<file path="config.mk">
export PLATFORM = sky130hd
export DESIGN_NAME = matrix_fetch_ctrl_flat
export DESIGN_NICKNAME = d
export VERILOG_FILES = /design/src/rtl/matrix_fetch_ctrl_pkg.sv /design/src/rtl/matrix_fetch_ctrl_if.sv /design/src/rtl/matrix_fetch_ctrl_arb.sv /design/src/rtl/matrix_fetch_ctrl.sv /design/src/flat_wrapper.sv
export SDC_FILE = /design/constraint.sdc
export NUM_CORES = 2
export LEC_CHECK = 0
export ABC_AREA = 1
export BUFFER_PORTS_ARGS = -buffer_cell sky130_fd_sc_hd__buf_2
export CAP_MARGIN = 15
export CORE_MARGIN = 5
export CORE_UTILIZATION = 35
export CTS_CLUSTER_DIAMETER = 50
export DETAILED_ROUTE_END_ITERATION = 7
export GPL_ROUTABILITY_DRIVEN = 0
export GPL_TIMING_DRIVEN = 0
export MAX_ROUTING_LAYER = met4
export PLACE_DENSITY_LB_ADDON = 0.08
export RECOVER_POWER = 100
export SLEW_MARGIN = 15
export SYNTH_ARGS = -nofsm -noshare
export SYNTH_HDL_FRONTEND = slang
export SYNTH_SLANG_ARGS = --single-unit
</file>
<file path="constraint.sdc">
create_clock -name clk -period 71.1 [get_ports clk]
set_clock_uncertainty 0.15 [all_clocks]
set_input_delay 17.775 -clock clk [delete_from_list [all_inputs] [get_ports clk]]
set_output_delay 17.775 -clock clk [all_outputs]
set_load 0.05 [all_outputs]
</file>
<file path="src/rtl/matrix_fetch_ctrl_pkg.sv">
// Shared types and default geometry for the VGA tile-matrix fetch sequencer.
package vga_mem_pkg;

    localparam int ROWS   = 10;
    localparam int COLS   = 10;
    localparam int CELL_W = 4;

    localparam logic [1:0] ST_IDLE   = 2'd0;
    localparam logic [1:0] ST_FETCH  = 2'd1;
    localparam logic [1:0] ST_DRAIN  = 2'd2;
    localparam logic [1:0] ST_COMMIT = 2'd3;

    typedef logic [CELL_W-1:0] cell_t;

    typedef enum logic [1:0] {
        S_IDLE   = ST_IDLE,
        S_FETCH  = ST_FETCH,
        S_DRAIN  = ST_DRAIN,
        S_COMMIT = ST_COMMIT
    } fetch_state_t;

    typedef enum logic {
        OWN_CPU   = 1'b0,
        OWN_FETCH = 1'b1
    } owner_t;

endpackage

</file>
<file path="src/rtl/matrix_fetch_ctrl_if.sv">
// CPU load path and single-port data RAM read bus seen by the fetch sequencer.
interface matrix_fetch_ctrl_if #(
    parameter int ADDR_W = 11
) ();

    logic              cpu_req;
    logic [ADDR_W-1:0] cpu_addr;
    logic              cpu_gnt;
    logic              cpu_rvalid;
    logic              mem_en;
    logic [ADDR_W-1:0] mem_addr;
    logic [31:0]       mem_rdata;

    modport master (
        input  cpu_req, cpu_addr, mem_rdata,
        output cpu_gnt, cpu_rvalid, mem_en, mem_addr
    );

    modport slave (
        output cpu_req, cpu_addr, mem_rdata,
        input  cpu_gnt, cpu_rvalid, mem_en, mem_addr
    );

endinterface

</file>
<file path="src/rtl/matrix_fetch_ctrl_arb.sv">
// RAM read-port arbiter: CPU has priority, fetch wins after MAX_WAIT consecutive denials.
module mem_port_arbiter #(
    parameter int MAX_WAIT = 4
) (
    input  logic clk,
    input  logic rst,
    input  logic cpu_req,
    input  logic fetch_req,
    output logic cpu_gnt,
    output logic fetch_gnt,
    output logic mem_en
);
    import vga_mem_pkg::*;

    localparam int CNT_W = (MAX_WAIT < 1) ? 1 : $clog2(MAX_WAIT + 1);

    logic [CNT_W-1:0] wait_cnt;
    logic             fetch_forced;

    always_comb begin
        fetch_forced = fetch_req && (wait_cnt == CNT_W'(MAX_WAIT));
        cpu_gnt      = cpu_req && !fetch_forced;
        fetch_gnt    = fetch_req && !cpu_gnt;
        mem_en       = cpu_gnt || fetch_gnt;
    end

    always_ff @(posedge clk or posedge rst) begin
        if (rst) begin
            wait_cnt <= '0;
        end else if (fetch_gnt) begin
            wait_cnt <= '0;
        end else if (fetch_req) begin
            wait_cnt <= wait_cnt + CNT_W'(1);
        end
    end

endmodule

</file>
<file path="src/rtl/matrix_fetch_ctrl.sv">
// Refreshes the VGA tile matrix one RAM word per cycle into a shadow buffer,
// then commits the whole frame to the display buffer in a single edge.
module matrix_fetch_ctrl #(
    parameter int ROWS      = vga_mem_pkg::ROWS,
    parameter int COLS      = vga_mem_pkg::COLS,
    parameter int CELL_W    = vga_mem_pkg::CELL_W,
    parameter int ADDR_W    = 11,
    parameter int BASE_ADDR = 0,
    parameter int MAX_WAIT  = 4
) (
    input  logic              clk,
    input  logic              rst,
    input  logic              frame_start,
    input  logic              overrun_clr,
    matrix_fetch_ctrl_if.master bus,
    output logic [CELL_W-1:0] matriz [ROWS][COLS],
    output logic              busy,
    output logic              frame_done,
    output logic              overrun
);
    import vga_mem_pkg::*;

    localparam int N     = ROWS * COLS;
    localparam int IDX_W = $clog2(N + 1);
    localparam logic [IDX_W-1:0] LAST = IDX_W'(N - 1);

    fetch_state_t     state;
    logic [IDX_W-1:0] idx;
    logic             fetch_req;
    logic             fetch_gnt;
    logic             cpu_gnt;
    logic             mem_en;
    logic             pend_valid;
    owner_t           pend_owner;
    logic [IDX_W-1:0] pend_idx;
    logic             shadow_we;
    logic             unused_rdata_hi;

    assign fetch_req = (state == S_FETCH);
    assign busy      = (state != S_IDLE);

    mem_port_arbiter #(.MAX_WAIT(MAX_WAIT)) u_arb (
        .clk       (clk),
        .rst       (rst),
        .cpu_req   (bus.cpu_req),
        .fetch_req (fetch_req),
        .cpu_gnt   (cpu_gnt),
        .fetch_gnt (fetch_gnt),
        .mem_en    (mem_en)
    );

    assign bus.cpu_gnt  = cpu_gnt;
    assign bus.mem_en   = mem_en;
    assign bus.mem_addr = fetch_gnt ? (ADDR_W'(BASE_ADDR) + ADDR_W'(idx)) : bus.cpu_addr;

    always_ff @(posedge clk or posedge rst) begin
        if (rst) begin
            state      <= S_IDLE;
            idx        <= '0;
            frame_done <= 1'b0;
            overrun    <= 1'b0;
        end else begin
            frame_done <= 1'b0;
            if (frame_start && state != S_IDLE) begin
                overrun <= 1'b1;
            end else if (overrun_clr) begin
                overrun <= 1'b0;
            end
            case (state)
                S_IDLE: begin
                    idx <= '0;
                    if (frame_start) state <= S_FETCH;
                end
                S_FETCH: begin
                    if (fetch_gnt) begin
                        idx <= idx + IDX_W'(1);
                        if (idx == LAST) state <= S_DRAIN;
                    end
                end
                S_DRAIN:  state <= S_COMMIT;
                S_COMMIT: begin
                    frame_done <= 1'b1;
                    state      <= S_IDLE;
                end
                default:  state <= S_IDLE;
            endcase
        end
    end

    // One outstanding read: remembers who owns the data returning next cycle.
    always_ff @(posedge clk or posedge rst) begin
        if (rst) begin
            pend_valid <= 1'b0;
            pend_owner <= OWN_CPU;
            pend_idx   <= '0;
        end else begin
            pend_valid <= mem_en;
            pend_owner <= fetch_gnt ? OWN_FETCH : OWN_CPU;
            pend_idx   <= idx;
        end
    end

    assign bus.cpu_rvalid  = pend_valid && (pend_owner == OWN_CPU);
    assign shadow_we       = pend_valid && (pend_owner == OWN_FETCH);
    assign unused_rdata_hi = ^bus.mem_rdata[31:CELL_W];

    for (genvar r = 0; r < ROWS; r++) begin : g_row
        for (genvar c = 0; c < COLS; c++) begin : g_col
            logic [CELL_W-1:0] shadow;
            logic [CELL_W-1:0] disp;

            always_ff @(posedge clk or posedge rst) begin
                if (rst) begin
                    shadow <= '0;
                    disp   <= '0;
                end else begin
                    if (shadow_we && pend_idx == IDX_W'(r * COLS + c)) begin
                        shadow <= bus.mem_rdata[CELL_W-1:0];
                    end
                    if (state == S_COMMIT) disp <= shadow;
                end
            end

            assign matriz[r][c] = disp;
        end
    end

endmodule

</file>
<file path="src/flat_wrapper.sv">
// flat-port wrapper written by rule: the top's interface ports become plain ports
module matrix_fetch_ctrl_flat import vga_mem_pkg::*;
#(
    parameter int ROWS      = vga_mem_pkg::ROWS,
    parameter int COLS      = vga_mem_pkg::COLS,
    parameter int CELL_W    = vga_mem_pkg::CELL_W,
    parameter int ADDR_W    = 11,
    parameter int BASE_ADDR = 0,
    parameter int MAX_WAIT  = 4
)
  (clk, rst, frame_start, overrun_clr, matriz, busy, frame_done, overrun, bus_cpu_req, bus_cpu_addr, bus_mem_rdata, bus_cpu_gnt, bus_cpu_rvalid, bus_mem_en, bus_mem_addr);
  matrix_fetch_ctrl_if #(.ADDR_W(ADDR_W)) bus_i ();
  input  logic clk;
  input  logic rst;
  input  logic frame_start;
  input  logic overrun_clr;
  output logic [CELL_W-1:0] matriz[ROWS][COLS];
  output logic busy;
  output logic frame_done;
  output logic overrun;
  input wire logic [$bits(bus_i.cpu_req)-1:0] bus_cpu_req;
  input wire logic [$bits(bus_i.cpu_addr)-1:0] bus_cpu_addr;
  input wire logic [$bits(bus_i.mem_rdata)-1:0] bus_mem_rdata;
  output wire logic [$bits(bus_i.cpu_gnt)-1:0] bus_cpu_gnt;
  output wire logic [$bits(bus_i.cpu_rvalid)-1:0] bus_cpu_rvalid;
  output wire logic [$bits(bus_i.mem_en)-1:0] bus_mem_en;
  output wire logic [$bits(bus_i.mem_addr)-1:0] bus_mem_addr;
  assign bus_i.cpu_req = bus_cpu_req;
  assign bus_i.cpu_addr = bus_cpu_addr;
  assign bus_i.mem_rdata = bus_mem_rdata;
  assign bus_cpu_gnt = bus_i.cpu_gnt;
  assign bus_cpu_rvalid = bus_i.cpu_rvalid;
  assign bus_mem_en = bus_i.mem_en;
  assign bus_mem_addr = bus_i.mem_addr;
  matrix_fetch_ctrl #(.ROWS(ROWS), .COLS(COLS), .CELL_W(CELL_W), .ADDR_W(ADDR_W), .BASE_ADDR(BASE_ADDR), .MAX_WAIT(MAX_WAIT)) u_core (.clk(clk), .rst(rst), .frame_start(frame_start), .overrun_clr(overrun_clr), .bus(bus_i), .matriz(matriz), .busy(busy), .frame_done(frame_done), .overrun(overrun));
endmodule
</file>
# --- Word level (Yosys, flattened, before mapping) ---
# Cells that the tools add are included.
totals:
  ff_bits: 823
  wordCells: 448
  out_inout_bits: 417
op_classes:
  addsub: 2
  muxes: 13
  n_reduce_logical: 117
  n_bitwise: 1
  eq_ne: 107
ops:
  columns: ["op", "count"]
  rows:
  - ["equality test 7 bit (second input constant)", 37]
  - ["equality test 7 x 6 -> 1 bit (second input constant)", 32]
  - ["equality test 7 x 5 -> 1 bit (second input constant)", 16]
  - ["logical AND 1 bit", 106]
  - ["equality test 7 x 4 -> 1 bit (second input constant)", 8]
  - ["equality test 7 x 3 -> 1 bit (second input constant)", 4]
  - ["equality test 7 x 2 -> 1 bit (second input constant)", 2]
  - ["case mux 7 bit (2 select lines)", 1]
  - ["two-way mux 11 bit", 1]
  - ["case mux 2 bit (4 select lines)", 1]
  - ["nonzero test 2 bit", 4]
  - ["adder 7 x 1 -> 7 bit (second input constant)", 1]
  - ["equality test 7 x 1 -> 1 bit (second input constant)", 1]
  - ["zero test 7 bit", 1]
  - ["two-way mux 7 bit", 1]
  - ["two-way mux 2 bit", 3]
  - ["two-way mux 3 bit", 2]
  - ["equality test 2 bit (second input constant)", 2]
  - ["two-way mux 1 bit", 4]
  - ["!= test 2 x 1 -> 1 bit (second input constant)", 2]
  - ["adder 3 x 1 -> 3 bit (second input constant)", 1]
  - ["equality test 3 bit (second input constant)", 1]
  - ["AND reduction 3 bit", 1]
  - ["equality test 2 x 1 -> 1 bit (second input constant)", 1]
  - ["other kinds (6)", 7]

# --- Longest topological paths before layout ---
depth:
  ltp_word: 8
  ltp_mapped: 9

# --- Modules after synthesis ---
# A second synthesis with hierarchy kept.
unflattened:
  hier_cells: 2392
  area_unflattened_um2: 30763.3
by_module_without_submodules:
  columns: ["module", "n_inst", "cells_per_inst", "area_per_inst_um2"]
  rows:
  - ["matrix_fetch_ctrl", 1, 2367, 30566.8]
  - ["mem_port_arbiter", 1, 25, 196.4]

# --- Worst setup path after synthesis ---
# Ideal clock, no wire load.
synth_path:
  path_type: "input to output"
  from: "input bus_cpu_req"
  to: "output bus_mem_addr[3]"
  path_slack_ns: 33.721
  arrival_ns: 19.454
  stages: 4
  path_cell_list: "a21oi_1 inv_1 clkbuf_1 o21ai_0"
synth_via:
  elab_chain_len: 4
synth_lines:
  columns: ["item", "line_no", "text"]
  rows:
  - ["start: declaration", "flat_wrapper.sv:21", "input wire logic [$bits(bus_i.cpu_req)-1:0] bus_cpu_req;"]
  - ["logical AND 1 bit", "matrix_fetch_ctrl_arb.sv:22", "cpu_gnt = cpu_req && !fetch_forced;"]
  - ["zero test 1 bit", "matrix_fetch_ctrl_arb.sv:23", "fetch_gnt = fetch_req && !cpu_gnt;"]
  - ["logical AND 1 bit", "matrix_fetch_ctrl_arb.sv:23", null]
  - ["two-way mux 11 bit", "matrix_fetch_ctrl.sv:54", "assign bus.mem_addr = fetch_gnt ? (ADDR_W'(BASE_ADDR) + ADDR_W'(idx)) : bus.cpu_addr;"]
  - ["end: declaration", "flat_wrapper.sv:27", "output wire logic [$bits(bus_i.mem_addr)-1:0] bus_mem_addr;"]
# No other way between the ends.

# --- Worst setup path in the final report ---
layout_path:
  from: "input bus_cpu_req"
  to: "output bus_mem_addr[0]"
layout_via:
  elab_chain_len: 4
layout_lines:
  columns: ["item", "line_no", "text"]
  rows:
  - ["logical AND 1 bit", "matrix_fetch_ctrl_arb.sv:22", null]
  - ["zero test 1 bit", "matrix_fetch_ctrl_arb.sv:23", null]
  - ["logical AND 1 bit", "matrix_fetch_ctrl_arb.sv:23", null]
  - ["named net u_core.fetch_gnt", "matrix_fetch_ctrl.sv:30", "logic fetch_gnt;"]
  - ["two-way mux 11 bit", "matrix_fetch_ctrl.sv:54", null]
# The timed path passes the listed nets, and every way through them passes these cells.

==> results.cfg <==
[logic_synthesis]
ys_seq_area_frac = 0.6521
yosysTopAreaCell = dfrtp_1
yosysWarnings = 0
synthCells = 2847
syn_area_mm2 = 0.03158
netlist-cell-type-count = 24
avgSynthCellArea_um2 = 11.09
syn_nets = 2902
ys_top_cells_by_area = dfrtp_1 65%, mux2_2 14%, nand2_1 14%, o21ai_0 1.6%, nor2_1 1.2%
ys_ff_latch = 823
synth.top_cell.area_share = 0.6521

[route]
ant_nets = 0
drt-wirelength-per-cell_um = 23.24
routed_wl_um = 108400
first_iter_violations = 1455
drcViolationCount = 0
vias = 22417
via_per_inst = 4.807
dr.pass1.iters = 5

[run_status]
status = finished, violations left
violations = max-capacitance violations, max-slew violations

[worst_setup_path]
crit_chain = clkbuf_1, a21oi_1, clkbuf_1, nand2_1, nand2_1, clkbuf_1
crit_top_cell = clkbuf_1
start_kind = input pin
crit_slowest_cell = clkbuf_1
cp.required_ns = 53.17
critPathArrivalTime_ns = 19.54
startpoint = bus_cpu_req
r2r_start = u_core.state[0]$_DFFE_PP0P_
setup.worst_path.end = bus_mem_addr[0]
regToRegSetupSlack_ns = 67.68
critical_path_class = input pin to output pin
cp-end-kind = output pin
r2r-end = u_core.g_row[3].g_col[8].disp[3]$_DFFE_PP0P_
reg2reg_depth = 5
cp_slowest_stage_delay_ns = 0.47
critPathMaxFanout = 10

[pwr]
power_density_mw_per_mm2 = 31.75
p_int_uw = 865.9
p_seq_frac = 0.406
p_sw_frac = 0.2890
ir_drop_v = 0.00001988
power_switching_uw = 352.0
p_leak_nw = 14.47
p_clk_frac = 0.452
pwr-share-comb = 0.142

[worst_hold_path]
hold_class = register to register
hold_depth = 0

[global_routing]
grt_pass1_vias = 23385
met2_usage = 0.3648
grt_util_all_layers = 0.2295
grt.busiest_layer = met2
grt_max_degree = 114
grt_pass1_wl_um = 157500
use_met3 = 0.05806
grt_overflow = 0
antenna_found_initial = 4
use_met1 = 0.2926

[floorplan]
die_h_um = 310.4
row_count = 110
dieArea_mm2 = 0.09634
start_util = 0.3519
die_w_um = 310.4
core_mm2 = 0.08974
pin_count = 465

[layout]
syn_to_final_growth_pct = 21.47
final_cells = 4663
antennaDiodeCount = 0
final_util = 0.4275
nets = 3453
drive_gt1_frac = 0.1818

[clock_network]
cts-root-buf = clkbuf_16
cts.sinks = 823
ctsHoldBuffers = 0
cts_tree = yes
clock_path_buffers = 3
clk_pin_slew_ns = 0.05
numCtsBuffers = 108
cts-resized-gates = 0
cts_setup_buffers = 0
clk_latency_ns = 0.66
cts_htree_levels = 3

[timing]
max_freq_mhz = 26.69
finalWorstSetupSlack_ns = 33.64
fin_crit_ns = 37.46
finalCritPeriodShare = 0.5269
holdWs_ns = 0.3118
setup_viol = 0
hold_violations = 0
slew_violations = 840
rsz0062_at_grt = false
slew_headroom = -2.936
setup_tns_ns = 0
tightest_slew_ns = 5.903

[run]
cap_viol_max_count = 9

[placed_design]
pre_cts_ws_ns = 33.91
dp_cells = 4464
place.detailed.hpwl_um = 78490
portBuffers = 432
[worst max-delay path, delay by kind of cell]
| kind | cells | cell delay (ns) |
|---|---|---|
| buf+inv | 3 | 1.03 |
| compound gates | 1 | 0.45 |
| simple gates | 2 | 0.29 |
[final cells by class]
class,instances,area (um2)
timing repair buffer,441,1683
sequential,823,20590
fill,8815,51370
clock buffer,147,3103
buffer,106,409.1
clock inverter,52,569.3
inverter,57,215.2
tap,1176,1471
multi-input combinational,1861,10320
[state kept, by name, summed over array words and instances, names as in the netlist]
name and count:
u_core.pend_valid 1, u_core.state 2, u_core.u_arb.wait_cnt 3, u_core.frame_done 1
u_core.pend_owner 1, u_core.g_row.g_col.shadow 400, u_core.pend_idx 7, u_core.idx 7
u_core.g_row.g_col.disp 400, u_core.overrun 1
[layout by cell type (no fill, tap or decap), drive strengths merged, types with 15 or more instances in the layout]
| cell type | synthesis | routed |
|---|---|---|
| nand3 | 15 | 15 |
| clkinv | 2 | 25 |
| dfrtp | 823 | 823 |
| buf | 55 | 23 |
| mux2 | 400 | 400 |
| nand2 | 1189 | 1189 |
| o21ai | 119 | 119 |
| inv | 55 | 68 |
| clkbuf | 51 | 671 |
| nor2 | 118 | 118 |
[power by group through the flow]
stage,registers (mW),logic [mW],clock network (mW)
floorplan,0.523,0.0991,0
global placement,0.503,0.178,0
detailed placement,0.502,0.182,0
CTS,0.494,0.182,0.563
global route,0.496,0.187,0.583
finish,0.494,0.173,0.550
[metal layers]
layer,wire length (um),vias to the layer above
met2,51100,655
met5,0,-
li1,-,10255
met3,7834,169
met4,3215,0
met1,46210,11338
[cell usage after synthesis]
library cell     n
a21oi_1          2
clkbuf_1        51
buf_1            5
ha_1             7
nor3_1           1
nor2_4           1
o21ai_0         99
o21ai_1         20
o22ai_1          1
mux2_2         400
dfrtp_1        823
nand2_1       1189
nand3_2          3
inv_1           50
nor3_4           1
nor2_2          12
or2_2            3
nor3_2           1
nor2_1         105
nand3_1         12
inv_2            5
clkinv_1         2
buf_2           50
nand4_1          4
[how the worst min path moves through the flow]
stage                                                        start                                        endpoint  slack, ns
CTS                                      u_core.idx[6]$_DFFE_PP0P_                    u_core.pend_idx[6]$_DFF_PP0_       0.31
global placement                         u_core.idx[6]$_DFFE_PP0P_                    u_core.pend_idx[6]$_DFF_PP0_       0.29
detailed placement                       u_core.idx[6]$_DFFE_PP0P_                    u_core.pend_idx[6]$_DFF_PP0_       0.29
floorplan                                u_core.idx[5]$_DFFE_PP0P_                    u_core.pend_idx[5]$_DFF_PP0_       0.26
finish                                   u_core.idx[5]$_DFFE_PP0P_                    u_core.pend_idx[5]$_DFF_PP0_       0.31
global route        u_core.g_row[6].g_col[1].shadow[3]$_DFFE_PP0P_  u_core.g_row[6].g_col[1].shadow[3]$_DFFE_PP0P_       0.34
[cells by family (layout without fill, tap and decap cells)]
kind of cell             after synthesis  in the layout  synth area share
AND/OR/NAND/NOR                     1332           1332            0.1618
flip-flops                           823            823            0.6521
multiplexers                         400            400            0.1426
buffers and inverters                163            803           0.02135
AO/OA/AOI/OAI                        122            122           0.01937
adder cells (fa/ha/maj)                7              7          0.002773
[per-stage QoR]
stage / area (um2) / total power, mW
6_report: 38360 / 1.218
5_1_grt: 38360 / 1.265
4_1_cts: 39140 / 1.239
3_5_place_dp: 35460 / 0.6844
3_3_place_gp: 35220 / 0.6809
2_1_floorplan: 31580 / 0.6220
(Power assumes the default switching activity.)
